**config.mk**
```make
export PLATFORM = sky130hd
export DESIGN_NAME = ahb_slave_mux_flat
export DESIGN_NICKNAME = d
export VERILOG_FILES = /design/src/rtl/ahb_slave_mux_if.sv /design/src/rtl/ahb_slave_mux.sv /design/src/flat_wrapper.sv
export SDC_FILE = /design/constraint.sdc
export NUM_CORES = 1
export LEC_CHECK = 0
export ABC_AREA = 1
export BUFFER_PORTS_ARGS = -buffer_cell sky130_fd_sc_hd__buf_4
export CAP_MARGIN = 15
export CORE_AREA = 2 2 110 112
export CTS_CLUSTER_SIZE = 20
export DETAILED_ROUTE_END_ITERATION = 10
export DIE_AREA = 0 0 112 114
export GPL_TIMING_DRIVEN = 0
export SETUP_SLACK_MARGIN = 0.15
export SLEW_MARGIN = 40
export SYNTH_ARGS = -nofsm -noshare
export SYNTH_HDL_FRONTEND = slang
export SYNTH_SLANG_ARGS = --single-unit
export TNS_END_PERCENT = 10
```
**constraint.sdc**
```tcl
create_clock -name HCLK -period 4.3 [get_ports HCLK]
set_clock_uncertainty 0.05 [all_clocks]
set_input_delay 0.86 -clock HCLK [delete_from_list [all_inputs] [get_ports HCLK]]
set_output_delay 0.86 -clock HCLK [all_outputs]
set_load 0.02 [all_outputs]
```
**src/rtl/ahb_slave_mux_if.sv**
```systemverilog
// Data-phase response bundle between the address decoder / slaves and the AHB slave mux.
// The slave modport is the mux's view; the master modport drives selects and slave responses.
interface ahb_slave_mux_if #(
    parameter int DW = 32
);
    logic          s0_HSEL;
    logic          s1_HSEL;
    logic          s2_HSEL;
    logic          s3_HSEL;
    logic          s4_HSEL;
    logic          s5_HSEL;
    logic          s6_HSEL;
    logic [1:0]    HTRANS;
    logic [DW-1:0] s0_HRDATA;
    logic [DW-1:0] s1_HRDATA;
    logic [DW-1:0] s2_HRDATA;
    logic [DW-1:0] s3_HRDATA;
    logic [DW-1:0] s4_HRDATA;
    logic [DW-1:0] s5_HRDATA;
    logic [DW-1:0] s6_HRDATA;
    logic          s0_HREADYOUT;
    logic          s1_HREADYOUT;
    logic          s2_HREADYOUT;
    logic          s3_HREADYOUT;
    logic          s4_HREADYOUT;
    logic          s5_HREADYOUT;
    logic          s6_HREADYOUT;
    logic          s0_HRESP;
    logic          s1_HRESP;
    logic          s2_HRESP;
    logic          s3_HRESP;
    logic          s4_HRESP;
    logic          s5_HRESP;
    logic          s6_HRESP;
    logic [DW-1:0] HRDATA;
    logic          HREADY;
    logic          HRESP;

    modport slave (
        input  s0_HSEL, s1_HSEL, s2_HSEL, s3_HSEL, s4_HSEL, s5_HSEL, s6_HSEL,
        input  HTRANS,
        input  s0_HRDATA, s1_HRDATA, s2_HRDATA, s3_HRDATA, s4_HRDATA, s5_HRDATA, s6_HRDATA,
        input  s0_HREADYOUT, s1_HREADYOUT, s2_HREADYOUT, s3_HREADYOUT,
        input  s4_HREADYOUT, s5_HREADYOUT, s6_HREADYOUT,
        input  s0_HRESP, s1_HRESP, s2_HRESP, s3_HRESP, s4_HRESP, s5_HRESP, s6_HRESP,
        output HRDATA, HREADY, HRESP
    );

    modport master (
        output s0_HSEL, s1_HSEL, s2_HSEL, s3_HSEL, s4_HSEL, s5_HSEL, s6_HSEL,
        output HTRANS,
        output s0_HRDATA, s1_HRDATA, s2_HRDATA, s3_HRDATA, s4_HRDATA, s5_HRDATA, s6_HRDATA,
        output s0_HREADYOUT, s1_HREADYOUT, s2_HREADYOUT, s3_HREADYOUT,
        output s4_HREADYOUT, s5_HREADYOUT, s6_HREADYOUT,
        output s0_HRESP, s1_HRESP, s2_HRESP, s3_HRESP, s4_HRESP, s5_HRESP, s6_HRESP,
        input  HRDATA, HREADY, HRESP
    );
endinterface

```
**src/rtl/ahb_slave_mux.sv**
```systemverilog
// AHB-Lite data-phase response mux for seven slaves plus a built-in default slave
// that answers unmapped addresses with a two-cycle ERROR.
module ahb_slave_mux #(
    parameter int            DW            = 32,
    parameter logic [DW-1:0] DEFAULT_RDATA = '0
) (
    input  logic             HCLK,
    input  logic             HRESETn,
    ahb_slave_mux_if.slave   bus
);
    localparam int NS = 7;

    typedef enum logic [1:0] {
        D_IDLE = 2'd0,
        D_ERR1 = 2'd1,
        D_ERR2 = 2'd2
    } dstate_e;

    logic [NS-1:0] w_hsel;
    logic [NS-1:0] w_rdy;
    logic [NS-1:0] w_resp;
    logic [DW-1:0] w_rdata [NS];
    logic [NS:0]   w_addr_sel;
    logic [NS:0]   r_dsel;
    dstate_e       r_state;
    dstate_e       w_next;
    logic          w_start;
    logic          w_def_ready;
    logic          w_def_resp;
    logic [DW-1:0] w_hrdata;
    logic          w_hready;
    logic          w_hresp;
    logic          w_unused_htrans0;

    assign w_hsel = {bus.s6_HSEL, bus.s5_HSEL, bus.s4_HSEL, bus.s3_HSEL,
                     bus.s2_HSEL, bus.s1_HSEL, bus.s0_HSEL};
    assign w_rdy  = {bus.s6_HREADYOUT, bus.s5_HREADYOUT, bus.s4_HREADYOUT, bus.s3_HREADYOUT,
                     bus.s2_HREADYOUT, bus.s1_HREADYOUT, bus.s0_HREADYOUT};
    assign w_resp = {bus.s6_HRESP, bus.s5_HRESP, bus.s4_HRESP, bus.s3_HRESP,
                     bus.s2_HRESP, bus.s1_HRESP, bus.s0_HRESP};

    assign w_rdata[0] = bus.s0_HRDATA;
    assign w_rdata[1] = bus.s1_HRDATA;
    assign w_rdata[2] = bus.s2_HRDATA;
    assign w_rdata[3] = bus.s3_HRDATA;
    assign w_rdata[4] = bus.s4_HRDATA;
    assign w_rdata[5] = bus.s5_HRDATA;
    assign w_rdata[6] = bus.s6_HRDATA;

    assign w_unused_htrans0 = bus.HTRANS[0];

    // Illegal multi-select resolves to the lowest index: scan downward so it is written last.
    always_comb begin
        // NOTE: every combinational output gets a default first so no path leaves it unassigned (no latch).
        w_addr_sel     = '0;
        w_addr_sel[NS] = 1'b1;
        for (int i = NS - 1; i >= 0; i--) begin
            if (w_hsel[i]) begin
                w_addr_sel    = '0;
                w_addr_sel[i] = 1'b1;
            end
        end
    end

    always_ff @(posedge HCLK or negedge HRESETn) begin
        if (!HRESETn) begin
            // NOTE: sequential state uses non-blocking assignments so all registers update together.
            r_dsel <= {1'b1, {NS{1'b0}}};
        end else if (w_hready) begin
            r_dsel <= w_addr_sel;
        end
    end

    assign w_def_ready = (r_state != D_ERR1);
    assign w_def_resp  = (r_state != D_IDLE);
    assign w_start     = w_hready & ~(|w_hsel) & bus.HTRANS[1];

    always_ff @(posedge HCLK or negedge HRESETn) begin
        if (!HRESETn) begin
            r_state <= D_IDLE;
        end else begin
            r_state <= w_next;
        end
    end

    always_comb begin
        w_next = D_IDLE;
        case (r_state)
            D_IDLE:  w_next = w_start ? D_ERR1 : D_IDLE;
            D_ERR1:  w_next = D_ERR2;
            D_ERR2:  w_next = w_start ? D_ERR1 : D_IDLE;
            default: w_next = D_IDLE;
        endcase
    end

    // dsel is one-hot, so at most one slave override fires; otherwise the default slave answers.
    always_comb begin
        w_hrdata = DEFAULT_RDATA;
        w_hready = w_def_ready;
        w_hresp  = w_def_resp;
        for (int i = 0; i < NS; i++) begin
            if (r_dsel[i]) begin
                w_hrdata = w_rdata[i];
                w_hready = w_rdy[i];
                w_hresp  = w_resp[i];
            end
        end
    end

    assign bus.HRDATA = w_hrdata;
    assign bus.HREADY = w_hready;
    assign bus.HRESP  = w_hresp;
endmodule

```
**src/flat_wrapper.sv**
```systemverilog
// flat-port wrapper written by rule: the top's interface ports become plain ports
module ahb_slave_mux_flat 
#(
    parameter int            DW            = 32,
    parameter logic [DW-1:0] DEFAULT_RDATA = '0
)
  (HCLK, HRESETn, bus_s0_HSEL, bus_s1_HSEL, bus_s2_HSEL, bus_s3_HSEL, bus_s4_HSEL, bus_s5_HSEL, bus_s6_HSEL, bus_HTRANS, bus_s0_HRDATA, bus_s1_HRDATA, bus_s2_HRDATA, bus_s3_HRDATA, bus_s4_HRDATA, bus_s5_HRDATA, bus_s6_HRDATA, bus_s0_HREADYOUT, bus_s1_HREADYOUT, bus_s2_HREADYOUT, bus_s3_HREADYOUT, bus_s4_HREADYOUT, bus_s5_HREADYOUT, bus_s6_HREADYOUT, bus_s0_HRESP, bus_s1_HRESP, bus_s2_HRESP, bus_s3_HRESP, bus_s4_HRESP, bus_s5_HRESP, bus_s6_HRESP, bus_HRDATA, bus_HREADY, bus_HRESP);
  ahb_slave_mux_if #(.DW(DW)) bus_i ();
  input  logic HCLK;
  input  logic HRESETn;
  input wire logic [$bits(bus_i.s0_HSEL)-1:0] bus_s0_HSEL;
  input wire logic [$bits(bus_i.s1_HSEL)-1:0] bus_s1_HSEL;
  input wire logic [$bits(bus_i.s2_HSEL)-1:0] bus_s2_HSEL;
  input wire logic [$bits(bus_i.s3_HSEL)-1:0] bus_s3_HSEL;
  input wire logic [$bits(bus_i.s4_HSEL)-1:0] bus_s4_HSEL;
  input wire logic [$bits(bus_i.s5_HSEL)-1:0] bus_s5_HSEL;
  input wire logic [$bits(bus_i.s6_HSEL)-1:0] bus_s6_HSEL;
  input wire logic [$bits(bus_i.HTRANS)-1:0] bus_HTRANS;
  input wire logic [$bits(bus_i.s0_HRDATA)-1:0] bus_s0_HRDATA;
  input wire logic [$bits(bus_i.s1_HRDATA)-1:0] bus_s1_HRDATA;
  input wire logic [$bits(bus_i.s2_HRDATA)-1:0] bus_s2_HRDATA;
  input wire logic [$bits(bus_i.s3_HRDATA)-1:0] bus_s3_HRDATA;
  input wire logic [$bits(bus_i.s4_HRDATA)-1:0] bus_s4_HRDATA;
  input wire logic [$bits(bus_i.s5_HRDATA)-1:0] bus_s5_HRDATA;
  input wire logic [$bits(bus_i.s6_HRDATA)-1:0] bus_s6_HRDATA;
  input wire logic [$bits(bus_i.s0_HREADYOUT)-1:0] bus_s0_HREADYOUT;
  input wire logic [$bits(bus_i.s1_HREADYOUT)-1:0] bus_s1_HREADYOUT;
  input wire logic [$bits(bus_i.s2_HREADYOUT)-1:0] bus_s2_HREADYOUT;
  input wire logic [$bits(bus_i.s3_HREADYOUT)-1:0] bus_s3_HREADYOUT;
  input wire logic [$bits(bus_i.s4_HREADYOUT)-1:0] bus_s4_HREADYOUT;
  input wire logic [$bits(bus_i.s5_HREADYOUT)-1:0] bus_s5_HREADYOUT;
  input wire logic [$bits(bus_i.s6_HREADYOUT)-1:0] bus_s6_HREADYOUT;
  input wire logic [$bits(bus_i.s0_HRESP)-1:0] bus_s0_HRESP;
  input wire logic [$bits(bus_i.s1_HRESP)-1:0] bus_s1_HRESP;
  input wire logic [$bits(bus_i.s2_HRESP)-1:0] bus_s2_HRESP;
  input wire logic [$bits(bus_i.s3_HRESP)-1:0] bus_s3_HRESP;
  input wire logic [$bits(bus_i.s4_HRESP)-1:0] bus_s4_HRESP;
  input wire logic [$bits(bus_i.s5_HRESP)-1:0] bus_s5_HRESP;
  input wire logic [$bits(bus_i.s6_HRESP)-1:0] bus_s6_HRESP;
  output wire logic [$bits(bus_i.HRDATA)-1:0] bus_HRDATA;
  output wire logic [$bits(bus_i.HREADY)-1:0] bus_HREADY;
  output wire logic [$bits(bus_i.HRESP)-1:0] bus_HRESP;
  assign bus_i.s0_HSEL = bus_s0_HSEL;
  assign bus_i.s1_HSEL = bus_s1_HSEL;
  assign bus_i.s2_HSEL = bus_s2_HSEL;
  assign bus_i.s3_HSEL = bus_s3_HSEL;
  assign bus_i.s4_HSEL = bus_s4_HSEL;
  assign bus_i.s5_HSEL = bus_s5_HSEL;
  assign bus_i.s6_HSEL = bus_s6_HSEL;
  assign bus_i.HTRANS = bus_HTRANS;
  assign bus_i.s0_HRDATA = bus_s0_HRDATA;
  assign bus_i.s1_HRDATA = bus_s1_HRDATA;
  assign bus_i.s2_HRDATA = bus_s2_HRDATA;
  assign bus_i.s3_HRDATA = bus_s3_HRDATA;
  assign bus_i.s4_HRDATA = bus_s4_HRDATA;
  assign bus_i.s5_HRDATA = bus_s5_HRDATA;
  assign bus_i.s6_HRDATA = bus_s6_HRDATA;
  assign bus_i.s0_HREADYOUT = bus_s0_HREADYOUT;
  assign bus_i.s1_HREADYOUT = bus_s1_HREADYOUT;
  assign bus_i.s2_HREADYOUT = bus_s2_HREADYOUT;
  assign bus_i.s3_HREADYOUT = bus_s3_HREADYOUT;
  assign bus_i.s4_HREADYOUT = bus_s4_HREADYOUT;
  assign bus_i.s5_HREADYOUT = bus_s5_HREADYOUT;
  assign bus_i.s6_HREADYOUT = bus_s6_HREADYOUT;
  assign bus_i.s0_HRESP = bus_s0_HRESP;
  assign bus_i.s1_HRESP = bus_s1_HRESP;
  assign bus_i.s2_HRESP = bus_s2_HRESP;
  assign bus_i.s3_HRESP = bus_s3_HRESP;
  assign bus_i.s4_HRESP = bus_s4_HRESP;
  assign bus_i.s5_HRESP = bus_s5_HRESP;
  assign bus_i.s6_HRESP = bus_s6_HRESP;
  assign bus_HRDATA = bus_i.HRDATA;
  assign bus_HREADY = bus_i.HREADY;
  assign bus_HRESP = bus_i.HRESP;
  ahb_slave_mux #(.DW(DW), .DEFAULT_RDATA(DEFAULT_RDATA)) u_core (.HCLK(HCLK), .HRESETn(HRESETn), .bus(bus_i));
endmodule
```
# Word-level counts from Yosys, hierarchy flattened
# Index checks and enable logic that the tools add are counted.
dict set report totals {
  elab_cells 42
  output_inout_bits 34
  input_bits 249
  register_bits 9
}
dict set report classes {
  eq_ne 3
  n_reduce_logical 4
  bitwise 3
  mux 30
}
# op count
set op_table {}
lappend op_table {{32-bit 2-to-1 mux} 7}
lappend op_table {{7-bit 2-to-1 mux} 7}
lappend op_table {{1-bit 2-to-1 mux} 15}
lappend op_table {{7-bit OR reduction} 1}
lappend op_table {{2-bit one-hot mux with 2 select lines} 1}
lappend op_table {{1-bit bitwise AND} 2}
lappend op_table {{2-bit by 1-bit equality test with 1-bit output (second input constant)} 1}
lappend op_table {{2-bit equality test (second input constant)} 1}
lappend op_table {{2-bit logical NOT} 1}
lappend op_table {{2-bit by 1-bit inequality test with 1-bit output (second input constant)} 1}
lappend op_table {{2-bit nonzero test} 1}
lappend op_table {{2-bit OR reduction} 1}
lappend op_table {{1-bit inverter} 1}

# Longest topological paths before layout
dict set report depth {
  word_depth 12
  ltp_mapped 11
  depth_no_buf 11
}

# Worst setup path before layout
# Ideal clock, no wire load.
dict set report synth_timing {
  path_type {input port to output port}
  start {in bus_s0_HREADYOUT}
  end {out bus_HREADY}
  arrival_ns 1.546
  cell_stages 10
  required_time_ns 3.390
  path_buffers 0
  path_slack_ns 1.844
  path_cell_list {inv_1 > nand2_1 > nand3_1 > nand3_1 > nand3_1 > nand2_1 > nand2_2 > nand2_4 > nand2_4 > inv_1}
}
dict set report synth_via {
  elab_chain_len 7
}
# element line
set synth_rtl {}
lappend synth_rtl {{start: declaration} flat_wrapper.sv:26} ;# input wire logic [$bits(bus_i.s0_HREADYOUT)-1:0] bus_s0_HREADYOUT;
lappend synth_rtl {{1-bit 2-to-1 mux (7 in series)} ahb_slave_mux.sv:102} ;# if (r_dsel[i]) begin
lappend synth_rtl {{end: declaration} flat_wrapper.sv:41} ;# output wire logic [$bits(bus_i.HREADY)-1:0] bus_HREADY;
# Every way passes these cells.

# Worst setup path in the final report
dict set report layout_timing {
  start {reg u_core.r_dsel[2]}
  end {out bus_HRDATA[12]}
}
dict set report layout_via {
  elab_chain_len 5
}
# element line
set layout_rtl {}
lappend layout_rtl {{start: declaration} ahb_slave_mux.sv:24} ;# logic [NS:0] r_dsel;
lappend layout_rtl {{start signal: assignment} ahb_slave_mux.sv:68} ;# r_dsel <= {1'b1, {NS{1'b0}}};
lappend layout_rtl {{start signal: assignment} ahb_slave_mux.sv:70} ;# r_dsel <= w_addr_sel;
lappend layout_rtl {{32-bit 2-to-1 mux (5 in series)} ahb_slave_mux.sv:102}
lappend layout_rtl {{end: declaration} flat_wrapper.sv:40} ;# output wire logic [$bits(bus_i.HRDATA)-1:0] bus_HRDATA;
# Every way passes these cells.

==> impl_metrics.env <==
export IMPL_outcome="complete, no violations"
export IMPL_max_stage_delay_ns=0.32
export IMPL_worst_slew_pin_slew_ns=0.5114
export IMPL_cts_reportedPaths_clkPinSlew_ns=0.04
export IMPL_numCtsBuffers=3
export IMPL_muxShareOfSynthArea_pct=0
export IMPL_track_usage_pct=22.59
export IMPL_hp_start="u_core.r_state[1]$_DFF_PN0_"
export IMPL_die_x_um=112
export IMPL_antenna_found_initial=0
export IMPL_utilization_pct=42.01
export IMPL_critPathArrivalTime_ns=1.94
export IMPL_netlist_cell_type_count=26
export IMPL_critPathCaptureType="primary output"
export IMPL_reg2reg_depth=7
export IMPL_clock_sinks=9
export IMPL_startpoint_type="flop"
export IMPL_syn_num_nets=734
export IMPL_cts_resized=0
export IMPL_syn_to_final_growth_pct=93.12
export IMPL_p_seq_share_pct=3.9
export IMPL_grt_max_degree=11
export IMPL_finalCritPeriodShare_pct=66.30
export IMPL_dpl_hpwl_um=13040
export IMPL_layout_common_cells="buf_4 (290), nand2_1 (216), a21oi_1 (67)"
export IMPL_die_h_um=114
export IMPL_cp_common_cell="nand2_1"
export IMPL_synth_warnings=0
export IMPL_yosys_area_share_simple_pct=39.64
export IMPL_finalMaxSlewViolations=0
export IMPL_irDropWorstVdd_mv=0.2714
export IMPL_wl_um=15420
export IMPL_syn_avg_cell_area_um2=5.252
export IMPL_drive_above_1_share_pct=42.47
export IMPL_hold_class="reg -> reg"
export IMPL_yosys_area_top_type_share_pct=31.83
export IMPL_timing_rr_start="u_core.r_dsel[6]$_DFFE_PN0N_"
export IMPL_rr_endpoint="u_core.r_dsel[4]$_DFFE_PN0N_"
export IMPL_synthTopCellsByArea="nand2_1 (32%), o211ai_1 (19%), a21oi_1 (13%)"
export IMPL_hold_violations=0
export IMPL_diodes=0
export IMPL_pwr_share_comb_pct=90.5
export IMPL_netSwitchingFraction_pct=54.36
export IMPL_p_switching_w=0.001568
export IMPL_crit_type="reg -> out"
export IMPL_rsz0062_at_grt="false"
export IMPL_drt_vias_per_instance=4.852
export IMPL_rrSetupSlack_ns=2.80
export IMPL_drv_cap=0
export IMPL_gp_congestion=0.9161
export IMPL_fp_coreArea_mm2=0.01171
export IMPL_grt_ovfl_total=0
export IMPL_whs_ns=0.3845
export IMPL_synth_largest_area_cell="nand2_1"
export IMPL_grt_pass1_vias=4532
export IMPL_pin_count=283
export IMPL_crit_path_max_fanout=10
export IMPL_dieArea_mm2=0.01277
export IMPL_ant_nets=0
export IMPL_synth_ff_latch_count=9
export IMPL_drc=0
export IMPL_syn_inst=485
export IMPL_relSlewSlack_pct=65.91
export IMPL_leakage_nw=2.742
export IMPL_p_int_w=0.001316
export IMPL_synthAdderAreaFrac_pct=0
export IMPL_path_cells="buf_4 -> inv_2 -> clkbuf_2 -> o21ai_1 -> nand2_1 -> o211ai_1 -> nand2_1 -> o211ai_1 -> nand2_1 -> buf_4"
export IMPL_power_density_mw_per_mm2=586.1
export IMPL_cts_tree="done"
export IMPL_avgRoutedWirePerCell_um=16.82
export IMPL_start_util_pct=21.75
export IMPL_finalSetupViolCount=0
export IMPL_power_share_clock_pct=5.6
export IMPL_fin_crit_ns=2.851
export IMPL_worstPathRequired_ns=3.39
export IMPL_timing_fmax_ghz=0.3508
export IMPL_min_to="u_core.r_state[1]$_DFF_PN0_"
export IMPL_h_tree_depth=1
export IMPL_clk_latency_ns=0.23
export IMPL_final_common_cell="buf_4"
export IMPL_cts_setup_buffers=0
export IMPL_synth_compound_area_share_pct=39.10
export IMPL_synthesis_area_mm2=0.002547
export IMPL_numPortBuffers=281
export IMPL_tns_ns=0
export IMPL_min_path_cells=1
export IMPL_synth_top_family_by_area="simple AND/OR/NAND/NOR gates"
export IMPL_clock_path_buffers=2
export IMPL_cts_root_buf="clkbuf_16"
export IMPL_num_rows=40
export IMPL_cts_hold_buf=0
export IMPL_synth_xor_xnor_area_share_pct=0
export IMPL_fin_nets=1020
export IMPL_slowest_stage="dfrtp_1"
export IMPL_grt_first_pass_wirelength_um=23140
export IMPL_drt_iter0_markers=247
export IMPL_seq_area_frac_synth_pct=8.841
export IMPL_num_vias=4449
export IMPL_drt_pass1_iter_count=4
-- metal layers --
layer  global-route usage (%)  share of wire (%)
met3                    4.091                7.7
met1                    26.78                 40
met5                        0                  0
met4                    5.366                2.1
met2                    42.30                 50
-- worst max path at each step --
stage	start	to	slack, ns	cells after the start
2_1_floorplan	bus_s0_HREADYOUT	bus_HREADY	1.84	10
3_3_place_gp	bus_s1_HRDATA[12]	bus_HRDATA[12]	1.42	10
3_5_place_dp	bus_s1_HRDATA[12]	bus_HRDATA[12]	1.43	10
4_1_cts	u_core.r_dsel[2]$_DFFE_PN0N_	bus_HRDATA[12]	1.38	10
5_1_grt	u_core.r_dsel[2]$_DFFE_PN0N_	bus_HRDATA[12]	1.27	10
6_report	u_core.r_dsel[2]$_DFFE_PN0N_	bus_HRDATA[12]	1.45	10
-- critical path: cells and delay by family (launching register included) --
| kind | cells | cell delay, ns |
|---|---|---|
| DFF | 1 | 0.32 |
| and+or+nand+nor | 3 | 0.30 |
| buffers and inverters | 4 | 0.65 |
| AOI/OAI and AO/OA | 3 | 0.44 |
-- cells by family after synthesis --
group                  after synthesis
flip-flops                           9
AND/OR/NAND/NOR                    251
AO/OA/AOI/OAI                      166
buffers and inverters               59
-- power by group through the flow --
stage                     sequential, W  clock (W)  combinational (W)
after floorplan                0.000111          0            0.00160
after global placement         0.000112          0            0.00261
after detailed placement       0.000114          0            0.00263
after CTS                      0.000113   0.000164            0.00263
after global routing           0.000114   0.000169            0.00288
final                          0.000113   0.000160            0.00261
-- cell type report --
type / count / area (um^2)
flip-flops and latches: 9 / 225.2
fillers: 1280 / 6792
inverters: 17 / 63.81
repair buffers: 281 / 2110
plain buffers: 42 / 252.7
multi-input cells: 417 / 2006
well taps: 147 / 183.9
clock buffers: 4 / 78.83
-- per-stage QoR --
stage | worst slack (ns) | instances | power, W | instance area, um^2
5_1_grt | 1.271 | 917 | 0.003159 | 4920
4_1_cts | 1.378 | 917 | 0.002910 | 4920
3_3_place_gp | 1.421 | 913 | 0.002725 | 4841
3_5_place_dp | 1.429 | 913 | 0.002741 | 4841
2_1_floorplan | 1.844 | 485 | 0.001712 | 2547
6_report | 1.449 | 917 | 0.002884 | 4920
-- Yosys cell counts --
cell type,count
clkbuf_4,2
nor2_8,1
nand2_4,2
a21oi_1,67
o21ai_0,3
o21a_1,1
nor3_2,1
nand2_2,1
nor2_1,12
clkinv_1,1
o21ai_1,30
inv_1,13
buf_2,17
buf_6,4
clkbuf_1,8
nand2_1,216
or4_1,1
buf_4,9
o211ai_1,65
nor3_1,1
or2_0,1
clkbuf_2,2
nand3_1,14
or2_2,1
dfrtp_1,9
inv_2,3
-- sequential cells by signal, summed over array words and instances, names as in the netlist --
signal / flops
u_core.r_state: 2
u_core.r_dsel: 7
Note: power is estimated with default switching activity, not from simulation.
